File: src/rtl/id_pkg.sv
// Shared decode constants for the instruction-decode stage.
package id_pkg;

    // Opcodes
    localparam logic [3:0] OP_NOP = 4'h0;
    localparam logic [3:0] OP_ADD = 4'h1;
    localparam logic [3:0] OP_SUB = 4'h2;
    localparam logic [3:0] OP_LDI = 4'h3;
    localparam logic [3:0] OP_BEQ = 4'hE;
    localparam logic [3:0] OP_JMP = 4'hF;

    // Instruction field bit positions
    localparam int unsigned OPC_MSB = 13;
    localparam int unsigned OPC_LSB = 10;
    localparam int unsigned RD_MSB  = 9;
    localparam int unsigned RD_LSB  = 7;
    localparam int unsigned RA_MSB  = 6;
    localparam int unsigned RA_LSB  = 4;
    localparam int unsigned RB_MSB  = 3;
    localparam int unsigned RB_LSB  = 1;
    localparam int unsigned IMM_W   = 7;

    // Every opcode except NOP and the control-flow ones writes rd.
    function automatic logic is_writer(input logic [3:0] op);
        return !(op == OP_NOP || op == OP_BEQ || op == OP_JMP);
    endfunction

endpackage

File: src/rtl/etapa_id_banco_registros.sv
// 8-entry register file: one write port, two read ports with write bypass, R0 reads zero.
module banco_registros #(
    parameter int unsigned DATA_W = 16
) (
    input  logic              clk_i,
    input  logic              rst_i,
    input  logic              we_i,
    input  logic [2:0]        waddr_i,
    input  logic [DATA_W-1:0] wdata_i,
    input  logic [2:0]        raddr_a_i,
    input  logic [2:0]        raddr_b_i,
    output logic [DATA_W-1:0] rdata_a_o,
    output logic [DATA_W-1:0] rdata_b_o
);

    logic [DATA_W-1:0] mem_q [8];

    // Storage update; entry 0 is never written so it stays at its reset value.
    always_ff @(posedge clk_i) begin
        if (rst_i) begin
            for (int i = 0; i < 8; i++) begin
                mem_q[i] <= '0;
            end
        end else if (we_i && waddr_i != 3'd0) begin
            mem_q[waddr_i] <= wdata_i;
        end
    end

    // Read ports; a same-cycle write to the read address is forwarded.
    always_comb begin
        rdata_a_o = '0;
        rdata_b_o = '0;
        if (raddr_a_i != 3'd0) begin
            rdata_a_o = (we_i && waddr_i == raddr_a_i) ? wdata_i : mem_q[raddr_a_i];
        end
        if (raddr_b_i != 3'd0) begin
            rdata_b_o = (we_i && waddr_i == raddr_b_i) ? wdata_i : mem_q[raddr_b_i];
        end
    end

endmodule

File: src/rtl/etapa_id.sv
// Instruction-decode stage: register file, ID/EX register, branch resolution and squash.
module etapa_id
    import id_pkg::*;
#(
    parameter int unsigned DATA_W      = 16,
    parameter int unsigned FLUSH_SLOTS = 1
) (
    input  logic              clk,
    input  logic              rst,
    input  logic [13:0]       instruccion,
    input  logic [3:0]        opcode,
    input  logic              wb_en,
    input  logic [2:0]        wb_addr,
    input  logic [DATA_W-1:0] wb_data,
    output logic              sel_pc,
    output logic [2:0]        sel_dir,
    output logic              valid_out,
    output logic [3:0]        op_out,
    output logic [2:0]        rd_out,
    output logic [DATA_W-1:0] a_val,
    output logic [DATA_W-1:0] b_val,
    output logic [DATA_W-1:0] imm_out,
    output logic              we_out
);

    logic [2:0]        rd_f, ra_f, rb_f;
    logic [DATA_W-1:0] ra_val, rb_val;
    logic              redirect;

    logic              sel_pc_q, sel_pc_d;
    logic [2:0]        sel_dir_q, sel_dir_d;
    logic              valid_q, valid_d;
    logic [3:0]        op_q, op_d;
    logic [2:0]        rd_q, rd_d;
    logic [DATA_W-1:0] a_q, a_d, b_q, b_d, imm_q, imm_d;
    logic              we_q, we_d;
    logic [1:0]        squash_q, squash_d;

    assign rd_f = instruccion[RD_MSB:RD_LSB];
    assign ra_f = instruccion[RA_MSB:RA_LSB];
    assign rb_f = instruccion[RB_MSB:RB_LSB];

    banco_registros #(
        .DATA_W(DATA_W)
    ) u_banco (
        .clk_i    (clk),
        .rst_i    (rst),
        .we_i     (wb_en),
        .waddr_i  (wb_addr),
        .wdata_i  (wb_data),
        .raddr_a_i(ra_f),
        .raddr_b_i(rb_f),
        .rdata_a_o(ra_val),
        .rdata_b_o(rb_val)
    );

    // BEQ compares the bypassed operands, so a same-cycle write-back is honoured.
    assign redirect = (opcode == OP_JMP) || (opcode == OP_BEQ && ra_val == rb_val);

    // Next ID/EX bundle; squashed slots drop valid/we and cannot redirect.
    always_comb begin
        squash_d  = squash_q;
        sel_pc_d  = 1'b0;
        sel_dir_d = sel_dir_q;
        valid_d   = 1'b0;
        we_d      = 1'b0;
        op_d      = opcode;
        rd_d      = rd_f;
        a_d       = ra_val;
        b_d       = rb_val;
        imm_d     = {{(DATA_W - IMM_W){1'b0}}, instruccion[IMM_W-1:0]};
        if (squash_q != 2'd0) begin
            squash_d = squash_q - 2'd1;
        end else begin
            valid_d = 1'b1;
            we_d    = is_writer(opcode);
            if (redirect) begin
                sel_pc_d  = 1'b1;
                sel_dir_d = rd_f;
                squash_d  = 2'(FLUSH_SLOTS);
            end
        end
    end

    // ID/EX register; reset forces a redirect to entry 0 plus a full squash.
    always_ff @(posedge clk) begin
        if (rst) begin
            sel_pc_q  <= 1'b1;
            sel_dir_q <= 3'd0;
            valid_q   <= 1'b0;
            op_q      <= 4'd0;
            rd_q      <= 3'd0;
            a_q       <= '0;
            b_q       <= '0;
            imm_q     <= '0;
            we_q      <= 1'b0;
            squash_q  <= 2'(FLUSH_SLOTS);
        end else begin
            sel_pc_q  <= sel_pc_d;
            sel_dir_q <= sel_dir_d;
            valid_q   <= valid_d;
            op_q      <= op_d;
            rd_q      <= rd_d;
            a_q       <= a_d;
            b_q       <= b_d;
            imm_q     <= imm_d;
            we_q      <= we_d;
            squash_q  <= squash_d;
        end
    end

    assign sel_pc    = sel_pc_q;
    assign sel_dir   = sel_dir_q;
    assign valid_out = valid_q;
    assign op_out    = op_q;
    assign rd_out    = rd_q;
    assign a_val     = a_q;
    assign b_val     = b_q;
    assign imm_out   = imm_q;
    assign we_out    = we_q;

`ifndef SYNTHESIS
    // The separate opcode input must agree with the instruction's opcode field.
    opcode_match_a: assert property (@(posedge clk) disable iff (rst)
        opcode == instruccion[OPC_MSB:OPC_LSB]);
`endif

endmodule

File: config.mk
export PLATFORM = sky130hd
export DESIGN_NAME = etapa_id
export DESIGN_NICKNAME = d
export VERILOG_FILES = /design/src/rtl/id_pkg.sv /design/src/rtl/etapa_id_banco_registros.sv /design/src/rtl/etapa_id.sv
export SDC_FILE = /design/constraint.sdc
export NUM_CORES = 1
export LEC_CHECK = 0
export ABC_CLOCK_PERIOD_IN_PS = 3300
export CAP_MARGIN = 40
export CELL_PAD_IN_SITES_DETAIL_PLACEMENT = 1
export CELL_PAD_IN_SITES_GLOBAL_PLACEMENT = 2
export CORE_MARGIN = 8
export CORE_UTILIZATION = 39
export DETAILED_ROUTE_END_ITERATION = 8
export HOLD_SLACK_MARGIN = 0.15
export PLACE_DENSITY = 0.89
export RECOVER_POWER = 50
export SLEW_MARGIN = 25
export SYNTH_ARGS = -nofsm -noshare
export SYNTH_HDL_FRONTEND = slang
export SYNTH_SLANG_ARGS = --single-unit
export TNS_END_PERCENT = 10
File: constraint.sdc
create_clock -name clk -period 3.3 [get_ports clk]
set_clock_uncertainty 0.05 [all_clocks]
set_input_delay 0.33 -clock clk [delete_from_list [all_inputs] [get_ports clk]]
set_output_delay 0.33 -clock clk [all_outputs]
set_load 0.005 [all_outputs]
# After elaboration in Yosys (flattened, before gate mapping)

Memories as Yosys holds them, arrays and structs flattened.
Index checks and enable logic that the tools add are counted.

Bits in registers: 63
Memory bits (writable): 128
Bits of input ports: 40
Output and inout port bits: 61
Logic and storage cells: 53
Memories: 1

Add/subtract/negate cells: 1
Equality and inequality tests: 5
Muxes and demuxes: 17
Bitwise logic cells: 1
Reduce and logical (&&, ||, !) cells: 17

Memories:

| memory        | words | width | read ports | clocked after memory_dff | write ports | RTL line                       | source |
|---|---|---|---|---|---|---|---|
| u_banco.mem_q | 8     | 16    | 2          | 0                        | 8           | etapa_id_banco_registros.sv:16 | `logic [DATA_W-1:0] mem_q [8];` |

Operator list:

| cell                                             | number |
|---|---|
| two-way mux 16 bit                               | 5 |
| equality test 16 bit                             | 1 |
| OR reduction 16 bit                              | 1 |
| two-way mux 1 bit                                | 9 |
| nonzero test 3 bit                               | 3 |
| equality test 4 bit, second input constant       | 2 |
| equality test 3 bit                              | 2 |
| logical AND 1 bit                                | 4 |
| zero test 4 bit                                  | 1 |
| two-way mux 2 bit                                | 2 |
| nonzero test 2 bit                               | 2 |
| logical OR 1 bit                                 | 3 |
| two-way mux 3 bit                                | 1 |
| AND reduction 2 bit                              | 1 |
| OR reduction 2 bit                               | 1 |
| subtractor 2 x 1 -> 2 bit, second input constant | 1 |
| zero test 1 bit                                  | 1 |
| inverter 1 bit                                   | 1 |

# Depth between registers and ports, before layout

Gate-level depths: netlist of the first run.

Depth in word-level cells: 9
Mapped depth: 13
Mapped depth without buffers: 9

# Modules after synthesis

From an unflattened synthesis of the first run, not the netlist that was laid out.

Cells, all modules: 692
Area total of the unflattened synthesis: 8873.5 um^2

Modules (own cells, without submodules):

| module          | times used | cells an instance | area each (um^2) | seq. area each (um^2) |
|---|---|---|---|---|
| banco_registros | 1          | 538               | 7113.1           | 3843.7 |
| etapa_id        | 1          | 154               | 1760.4           | 1081.0 |

# Least setup slack after synthesis of the first run

No wires, ideal clock.

Path kind: input-to-reg
From: input instruccion[5]
To: register sel_dir_q[0], in the netlist sel_dir[0]
Library setup time: 0.121 ns
Arrival time: 2.870 ns
Data required time: 3.129 ns
Slack: 0.258 ns
Stages on the path: 11
Buffers on the path: 2
Cells stage by stage: buf_6 -> buf_6 -> mux4_2 -> mux2_2 -> mux2i_2 -> o21ai_1 -> o32a_1 -> a32o_2 -> nor4_4 -> o21ai_2 -> mux2_4

Word-level cells in the longest chain between the ends: 8
Elaborated cells on any way between the ends: 10
Those cells by class: 2 x eq/ne; 2 x mux; 5 x reduce/logical; 1 x memory

RTL lines:

| what                                                             | RTL line                       | source |
|---|---|---|
| start: declaration                                               | etapa_id.sv:10                 | `input logic [13:0] instruccion,` |
| branches (longest 3 deep; another with memory read (8 x 16 bit)) | --                             |  |
| two-way mux 16 bit (*)                                           | etapa_id_banco_registros.sv:33 | `if (raddr_a_i != 3'd0) begin` |
| equality test 16 bit (*)                                         | etapa_id.sv:58                 | `assign redirect = (opcode == OP_JMP) \|\| (opcode == OP_BEQ && ra_val == rb_val);` |
| logical AND 1 bit (*)                                            | etapa_id.sv:58                 |  |
| logical OR 1 bit (*)                                             | etapa_id.sv:58                 |  |
| AND reduction 2 bit (no line) (*)                                | --                             |  |
| end signal: assignment                                           | etapa_id.sv:100                | `sel_dir_q <= sel_dir_d;` |
| end: declaration                                                 | etapa_id.sv:31                 | `logic [2:0] sel_dir_q, sel_dir_d;` |

Every way passes the cells marked *.
A chain may end at the register's enable or synchronous reset.

==> summary.md, run 1 <==
| Metric | Value |
|---|---|
| Netlist cell types | `49` |
| Reg2reg start | `u_banco.mem_q[4][6]` |
| Worst Path Max Fanout | `4` |
| Synthesis-to-layout area growth | `22.9%` |
| Worst Hold Launch | `instruccion[4]` |
| Most frequent cell after synthesis | `edfxtp_1` |
| CTS max path bufs | `2` |
| Post_cts resized | `0` |
| Die ar. | `28,100 um^2` |
| Worst slew margin | `0.111` |
| Final nets | `820` |
| Port bufs | `87` |
| Placer Congestion | `0.779` |
| Static Leak | `0.00412 uW` |
| Mux contribution to synthesized area | `0.218` |
| Synth cell count leaders | `128 x edfxtp_1, 113 x and2_1, 60 x mux4_2, 54 x dfxtp_1, 33 x nor2_1` |
| Clk slew on worst S/H paths | `0.07 ns` |
| Final worst-path cycle share | `0.974` |
| Hold depth | `3` |
| Starting Density | `0.397` |
| YS warnings | `0` |
| TritonRoute pass-1 iters | `5` |
| Worst setup margin | `0.0863 ns` |
| Final Hold Violating Endpoints | `0` |
| Setup TNS | `0 ns` |
| Routed Antenna Nets | `0` |
| Min Tclk post-route | `3.21 ns` |
| Gate Count Post-Synth | `640` |
| Max Slew Vio Count | `0` |
| R2r setup slk | `0.09 ns` |
| Syn avg cell area | `14.0 um^2` |
| CP Capture Type | `flop` |
| CTS tree | `built` |
| EDFF count, synth | `128` |
| Number of global-route vias before repair | `6,574` |
| R2r endpoint | `sel_dir[1]` |
| Via count | `5,897` |
| Largest net degree at the start of global routing | `62` |
| Row count | `55` |
| Synth Cell Area | `8960 um^2` |
| Post CTS Setup Buffer Count | `0` |
| First-pass GRT wire length | `39,300 um` |
| Die Ht | `168 um` |
| DRT iter0 DRCs | `425` |
| Main combinational cell family by area after synthesis | `multiplexers` |
| Final HPWL DP | `17,800 um` |
| Setup violators final | `0` |
| Cts bufs inserted | `17` |
| CORE AREA | `22,600 um^2` |
| Synth area leaders | `edfxtp_1 43%, mux4_2 15%, dfxtp_1 12%` |
| Fmax | `311 MHz` |
| Pre-CTS WS | `-0.433 ns` |
| CTS sink count | `182` |
| DRC Markers | `0` |
| Root Driver | `clkbuf_16` |
| Clock network latency to the later pin of the worst-skew pair | `0.42 ns` |
| Area leader, netlist | `edfxtp_1` |
| Final wirelength | `25,400 um` |
| Yosys reg bits | `182` |
| Post-synthesis xor/xnor area fraction | `0.0156` |
| Ys flop type | `edfxtp_1` |
| Unrepaired setup endpoints after global routing | `no` |
| Diodes inserted | `0` |
| Compound-Gate Fraction of Synth Area | `0.0352` |
| R2R depth | `9` |
| Simple logic cell fraction of the synthesized area | `0.149` |
| Synth top area share | `0.429` |
| FFs w/ async S/R, synth | `0` |
| CP Class | `reg -> reg` |
| Share of layout cells above drive strength 1 | `0.228` |
| Peak VDD IR | `0.356 mV` |
| Sequential cell area fraction in the yosys report | `0.549` |
| Antenna violations before repair | `0` |
| DR vias/cell | `5.47` |
| Synth Area in Adders | `0` |
| WL per Instance | `23.6 um` |
| Hold Path Sink | `imm_out[4]` |
| Fillers | `2,266` |
| Die X | `168 um` |
| Max-Cap Viols | `0` |
| Worst Path Arrival | `3.47 ns` |
| H-tree levels | `4` |
| PD cells | `498 nW/um^2` |
| HP Class | `in -> reg` |
| GRT overflow | `0` |
| CTS Hold Buffers Added | `0` |
| Worst Setup Start Kind | `flop` |
| IO Count | `101` |
| Worst Path Required | `3.56 ns` |
| Worst slew pin tran | `1.33 ns` |
| Tot GR Track Use | `0.183` |
| Outcome | `finished, final reports clean` |
-- routing by layer --
layer	share of wire	global-route usage	vias to the layer above	wire, um
met1	0.42	0.220	3027	10700
met4	0.018	0.0555	0	469
met3	0.049	0.0390	31	1240
met2	0.51	0.325	195	13000
li1	-	-	2644	-
met5	0	0	-	0
-- sequential cells by signal, summed over array words and instances (netlist names) --
name and flops:
squash_q 2, valid_out 1, we_out 1, sel_dir 3, u_banco.mem_q 128, sel_pc 1, op_out 4, b_val 16
a_val 16, rd_out 3, imm_out 7
-- layout make-up --
type	instances	area (um^2)	area share
Timing Repair Buffer	151	1340	0.122
Clock inverter	13	108	0.00977
Sequential cell	182	4920	0.447
Clock buffer	19	433	0.0393
Tap cell	285	357	0.0324
Inverter	1	3.75	0.000341
Multi-Input combinational cell	427	3850	0.349
-- report_power, final --
part / total, uW / leakage, uW / internal [uW] / switching (uW)
clock: 1900 / 0.000248 / 1030 / 865
sequential: 2680 / 0.00168 / 2610 / 72.8
combinational: 911 / 0.00220 / 468 / 443
-- cells in the final DEF (no fill, tap or decap), drive strengths merged, types with 6 or more instances in the layout --
master,count
clkinv,6
and2,113
o211ai,20
nor2b,18
mux2i,32
clkdlybuf4s50,30
or2,7
nor2,33
clkbuf,27
o21ai,9
dfxtp,54
xnor2,16
conb,25
nor3,12
edfxtp,128
dlygate4sd3,52
buf,61
nand2,24
mux4,64
mux2,13
-- worst max-delay path, stage by stage (launching register included) --
cell and delay, ns:
edfxtp_1 0.40, mux4_1 0.52, mux2_2 0.32, mux2i_2 0.21
o21ai_1 0.12, a2111o_1 0.38, a32o_2 0.31, nor4_4 0.31
o21ai_2 0.15, mux2_4 0.32
-- per-stage QoR --
step | total power [uW] | hold WS (ns) | instance area [um^2] | cells | utilization
2_1_floorplan | 3220 | 0.387 | 9050 | 664 | -
3_3_place_gp | 3600 | 0.410 | 10500 | 1046 | 0.465
3_5_place_dp | 3650 | 0.419 | 10500 | 1046 | 0.465
4_1_cts | 5530 | 0.264 | 11000 | 1078 | 0.489
5_1_grt | 5680 | 0.399 | 11000 | 1078 | 0.488
6_report | 5490 | 0.394 | 11000 | 1078 | 0.488
-- worst max-delay path by stage --
stage / cells past startpoint / start / endpoint / slack [ns]
after floorplan: 11 / instruccion[5] / sel_dir[0] / 0.26
after global placement: 12 / instruccion[3] / sel_dir[0] / -0.32
after detailed placement: 12 / wb_addr[1] / sel_dir[1] / -0.43
after CTS: 12 / wb_addr[1] / sel_dir[1] / 0.004
after global routing: 9 / u_banco.mem_q[1][6] / sel_dir[1] / 0.001
final: 9 / u_banco.mem_q[4][6] / sel_dir[1] / 0.09
-- logic make-up after synthesis --
kind of cell | Yosys count
and+or+nand+nor | 233
DFF | 182
muxes | 109
buffers and inverters | 55
xor gates and xnor gates | 16
AOI/OAI and AO/OA | 44
other | 1
Note: power is estimated with default switching activity, not from simulation.
==> run 2, diff against run 1 <==
==> constraint.sdc (replaced) <==
create_clock -name clk -period 3.3 [get_ports clk]
set_clock_uncertainty 0.05 [all_clocks]
set_input_delay 0.495 -clock clk [delete_from_list [all_inputs] [get_ports clk]]
set_output_delay 0.495 -clock clk [all_outputs]
set_load 0.005 [all_outputs]
==> run 2 against run 1 <==
Effect of this change: critical path depth up 4; core utilization up 0.92 points; count of clock-buffer cells in the layout is 2 lower; combinational power grew 4.2%; register-to-register slack better by 0.13 ns; non-clock buffer count grew 12; die area stayed put; critical path type is now in -> reg; largest power group unchanged; highest routed layer unchanged.
==> summary.md, run 2 (same netlist as run 1, synthesis figures left out) <==
| Metric | Value |
|---|---|
| Hold Path Sink | `squash_q[1]` |
| Final Hold Violating Endpoints | `0` |
| Clk slew on worst S/H paths | `0.06 ns` |
| Final HPWL DP | `18,200 um` |
| Root Driver | `clkbuf_16` |
| CTS Hold Buffers Added | `0` |
| Placed cell count | `1,057` |
| Hold depth | `2` |
| Worst Path Required | `3.58 ns` |
| Final worst-path cycle share | `0.975` |
| Worst Setup Start Kind | `input pin` |
| Die ar. | `28,100 um^2` |
| Die X | `168 um` |
| Diodes inserted | `0` |
| CTS tree | `built` |
| Worst Path Arrival | `3.49 ns` |
| TritonRoute pass-1 iters | `5` |
| Peak VDD IR | `0.367 mV` |
| Die Ht | `168 um` |
| Cts bufs inserted | `17` |
| IO Count | `101` |
| DRT iter0 DRCs | `532` |
| Worst Path Max Fanout | `6` |
| Placer Congestion | `0.768` |
| Reg2reg start | `u_banco.mem_q[1][5]` |
| R2R depth | `9` |
| Cell Area, Placed | `10,600 um^2` |
| R2r endpoint | `sel_dir[2]` |
| Min Tclk post-route | `3.22 ns` |
| DRC Markers | `0` |
| Largest register by flop count | `u_banco.mem_q` |
| Via count | `5,971` |
| Post-Layout Cell Count | `1,088` |
| Static Leak | `0.00424 uW` |
| Max Slew Vio Count | `0` |
| Starting Density | `0.397` |
| Max reg flops | `128` |
| Largest net degree at the start of global routing | `51` |
| H-tree levels | `4` |
| Port bufs | `87` |
| Synthesis-to-layout area growth | `25.2%` |
| Commonest non-fill, non-tap cell in the layout | `edfxtp_1` |
| Share of layout cells above drive strength 1 | `0.242` |
| CTS sink count | `182` |
| HP Class | `reg -> reg` |
| Most frequent cells in the layout | `128 x edfxtp_1, 73 x and2_1, 60 x mux4_2` |
| CORE AREA | `22,600 um^2` |
| Worst Hold Launch | `squash_q[1]` |
| PD cells | `500 nW/um^2` |
| Row count | `55` |
| Worst slew margin | `0.228` |
| CP Capture Type | `flop` |
| WL per Instance | `23.9 um` |
| GRT overflow | `0` |
| Clock network latency to the later pin of the worst-skew pair | `0.44 ns` |
| Final wirelength | `26,000 um` |
| Tot GR Track Use | `0.188` |
| Number of global-route vias before repair | `6,653` |
| Fillers | `2,260` |
| Worst slew pin tran | `1.16 ns` |
| R2r setup slk | `0.22 ns` |
| Antenna violations before repair | `0` |
| Max-Cap Viols | `0` |
| DR vias/cell | `5.49` |
| Fmax | `311 MHz` |
| Routed Antenna Nets | `0` |
| CP Class | `in -> reg` |
| Design area | `11,200 um^2` |
| CTS max path bufs | `2` |
| Final nets | `832` |
| Setup violators final | `0` |
| Outcome | `finished, final reports clean` |
| Utilization after layout | `0.497` |
| First-pass GRT wire length | `40,000 um` |
[run 2: cell count changes in the layout (fill, tap and decap cells not counted), moves of 2 or more]
| cell | change |
|---|---|
| and2_0 | -17 |
| and2_1 | +17 |
| buf_6 | +4 |
| buf_12 | +3 |
| clkdlybuf4s50_1 | -3 |
| mux2i_1 | -2 |
| mux2i_4 | +2 |
[run 2: what timing repair did]
| item | 4_1_cts | 5_1_grt |
|---|---|---|
| setup endpoints to repair | 4 | 4 |
| pin swaps | 0 | 5 |
| resized for setup | 5 | 11 |
| setup buffers | 0 | 1 |
[run 2: per-layer routing]
| metal | GRT usage | routed length, um | up-vias |
|---|---|---|---|
| met4 | 0.0807 | 647 | 0 |
| met2 | 0.331 | 13300 | 211 |
| li1 | - | - | 2661 |
| met5 | 0 | 0 | - |
| met3 | 0.0440 | 1390 | 49 |
| met1 | 0.217 | 10600 | 3050 |
[run 2: worst max-delay path, cell delays in order]
cell and delay [ns]:
clkdlybuf4s50_1 0.61, xnor2_1 0.17, nand4_1 0.12, buf_4 0.18, buf_6 0.14, mux2i_1 0.14, buf_4 0.15, o211a_1 0.23
nor4b_4 0.28, nand4_1 0.17, nor4_4 0.37, o21ai_4 0.12, mux2_4 0.30
[run 2: how the worst max path moves through the flow]
stage / start / to / cells past startpoint
after floorplan: instruccion[5] / sel_dir[0] / 11
after global placement: instruccion[3] / sel_dir[1] / 11
after detailed placement: wb_addr[2] / sel_dir[2] / 12
after CTS: instruccion[6] / sel_dir[2] / 11
after global routing: wb_addr[1] / sel_dir[1] / 13
final: wb_addr[1] / sel_dir[2] / 13
[run 2: layout make-up]
class / instances / area [um^2] / share of cell area
clock buffers: 17 / 425 / 0.0379
clock inverters: 13 / 134 / 0.0119
inverters: 1 / 3.75 / 0.000334
multi-input cells: 427 / 3900 / 0.347
flip-flops and latches: 182 / 4920 / 0.439
well taps: 285 / 357 / 0.0318
repair buffers: 163 / 1480 / 0.132
[run 2: report_power, final]
| part | total, uW | switching [uW] | internal (uW) |
|---|---|---|---|
| Combinational | 949 | 452 | 497 |
| Clock | 1980 | 873 | 1100 |
| Sequential | 2680 | 76.4 | 2610 |
[run 2: through the flow]
step / setup slack, ns / hold WS [ns] / setup TNS (ns) / total power, uW
CTS: 0.0117 / 0.334 / 0 / 5650
floorplan: 0.0934 / 0.387 / 0 / 3220
detailed placement: -0.616 / 0.409 / -2.60 / 3680
finish: 0.0828 / 0.420 / 0 / 5610
global placement: -0.575 / 0.398 / -2.38 / 3620
global route: -0.0466 / 0.455 / -0.128 / 5800
==> run 3, diff against run 2 <==
- CORE_MARGIN: 8 -> not set
- CORE_UTILIZATION: 39 -> 40
- PLACE_DENSITY: 0.89 -> 0.91
- RECOVER_POWER: 50 -> not set
==> run 3 against run 2 <==
Effect of this change: via count up 0.55%; sequential cell count unchanged; global-route usage up 4.1 points; routed wire length down 2.6%; first-iteration DRC count down 14%; clock power down 2%; worst setup slack better by 0.0099 ns; final area down 0.58%; worst hold slack better by 0.0072 ns; count of clock-buffer cells in the layout up 5; critical path type is now reg -> reg.
==> summary.md, run 3 (same netlist as run 1, synthesis figures left out) <==
| Metric | Value |
|---|---|
| Logic pwr share | `0.172` |
| CP Class | `reg -> reg` |
| Worst setup margin | `0.0927 ns` |
| Via count | `6,004` |
| Antenna violations before repair | `0` |
| Final nets | `836` |
| Internal Pwr Total | `4160 uW` |
| Psw | `1420 uW` |
| Largest register by flop count | `u_banco.mem_q` |
| Diodes inserted | `0` |
| Cell Area, Placed | `10,600 um^2` |
| DRT iter0 DRCs | `460` |
| Port bufs | `87` |
| Pre-CTS WS | `-0.557 ns` |
| Worst slew margin | `0.591` |
| Root Driver | `clkbuf_16` |
| Min Tclk post-route | `3.21 ns` |
| Placer Congestion | `0.803` |
| Clock share of power | `0.347` |
| Routed Antenna Nets | `0` |
| Clock network latency to the later pin of the worst-skew pair | `0.44 ns` |
| Die Ht | `152 um` |
| Largest net degree at the start of global routing | `33` |
| Die ar. | `23,000 um^2` |
| Outcome | `finished, final reports clean` |
| CP endpoint | `sel_dir[1]` |
| Final Hold Violating Endpoints | `0` |
| Sequential Power Share | `0.481` |
| Share of layout cells above drive strength 1 | `0.255` |
| GRT overflow | `0` |
| PD cells | `500 nW/um^2` |
| Design area | `11,200 um^2` |
| Worst Path Required | `3.57 ns` |
| R2r setup slk | `0.09 ns` |
| Worst Hold Launch | `rst` |
| Max Slew Vio Count | `0` |
| CTS max path bufs | `2` |
| IO Count | `101` |
| CP Capture Type | `flop` |
| Unrepaired setup endpoints after global routing | `no` |
| CP Cell Sequence | `mux4_1 -> mux2_2 -> mux2i_2 -> o21ai_1 -> a2111o_1 -> a32o_2 -> nor4_4 -> o21ai_2 -> mux2_4` |
| Synthesis-to-layout area growth | `24.5%` |
| H-tree levels | `4` |
| CP peak stage delay | `0.51 ns` |
| Setup violators final | `0` |
| Worst Path Arrival | `3.48 ns` |
| Commonest non-fill, non-tap cell in the layout | `edfxtp_1` |
| Row count | `54` |
| Peak VDD IR | `0.361 mV` |
| DRC Markers | `0` |
| Setup TNS | `0 ns` |
| Switch share | `0.254` |
| Post CTS Setup Buffer Count | `0` |
| Utilization after layout | `0.510` |
| Area occupied by registers | `4920 um^2` |
| Die X | `152 um` |
| Most frequent cells in the layout | `128 x edfxtp_1, 113 x and2_1, 78 x buf_4` |
| Max reg flops | `128` |
| Crit-path slowest cell | `mux4_1` |
| CTS Hold Buffers Added | `0` |
| CTS sink count | `182` |
| Max-Cap Viols | `0` |
| Number of global-route vias before repair | `6,327` |
| HP Class | `in -> reg` |
| WL per Instance | `23.3 um` |
| Post-Layout Cell Count | `1,089` |
| Multi-input gate area | `3850 um^2` |
| Tot GR Track Use | `0.229` |
| Final HPWL DP | `17,500 um` |
| Fillers | `2,201` |
| Static Leak | `0.00421 uW` |
| DR vias/cell | `5.51` |
| Critical path launch point | `u_banco.mem_q[1][6]` |
| Fmax | `312 MHz` |
| R2R depth | `9` |
| Placed cell count | `1,057` |
| Final worst-path cycle share | `0.972` |
| R2r endpoint | `sel_dir[1]` |
| Worst Setup Start Kind | `flop` |
| Final wirelength | `25,300 um` |
| Cts bufs inserted | `17` |
| First-pass GRT wire length | `37,600 um` |
| CORE AREA | `21,900 um^2` |
| Worst Path Max Fanout | `4` |
| Worst slew pin tran | `0.613 ns` |
| Clk slew on worst S/H paths | `0.07 ns` |
| Starting Density | `0.409` |
| Reg2reg start | `u_banco.mem_q[1][6]` |
| TritonRoute pass-1 iters | `5` |
| CTS tree | `built` |
==> run 3: power by group through the flow <==
stage	registers [uW]	logic, uW	clock network (uW)
detailed placement	2730	954	0
floorplan	2700	514	0
finish	2680	957	1940
CTS	2680	963	1950
global placement	2700	922	0
global route	2700	1030	2030
==> run 3: worst min path at each step <==
stage | to | cells after the start
6_report | u_banco.mem_q[0][7] | 1
5_1_grt | u_banco.mem_q[0][7] | 1
4_1_cts | u_banco.mem_q[0][6] | 1
3_5_place_dp | squash_q[1] | 2
3_3_place_gp | squash_q[1] | 2
2_1_floorplan | squash_q[1] | 2
==> run 3: routing by layer <==
metal  GRT usage  up-vias  wire length, um
li1            -     2675                -
met1       0.273     3072            10100
met2       0.412      223            13300
met3      0.0410       34             1410
met4      0.0812        0              534
met5           0        -                0
==> run 3: cell type report <==
type / count / area share
flip-flops and latches: 182 / 0.441
multi-input cells: 427 / 0.345
repair buffers: 167 / 0.132
clock buffers: 22 / 0.0434
well taps: 280 / 0.0314
clock inverters: 10 / 0.00628
inverters: 1 / 0.000336
==> run 3: per-stage QoR <==
step	hold WS, ns	total power (uW)
after floorplan	0.387	3220
final	0.428	5580
after detailed placement	0.419	3680
after CTS	0.423	5600
after global routing	0.428	5750
after global placement	0.404	3630
==> run 3: critical path, delay by kind of cell (launching register included) <==
family,cells,cell delay [ns]
AOI/OAI and AO/OA,4,0.95
and+or+nand+nor,1,0.31
muxes,4,1.35
DFF,1,0.40
==> run 3: what timing repair did <==
| action | CTS | global route |
|---|---|---|
| pin swaps | 0 | 3 |
| cloned | 0 | 0 |
| gates resized for setup | 2 | 4 |
| endpoints found under the hold margin | 0 | 0 |
| setup endpoints to repair | 3 | 3 |
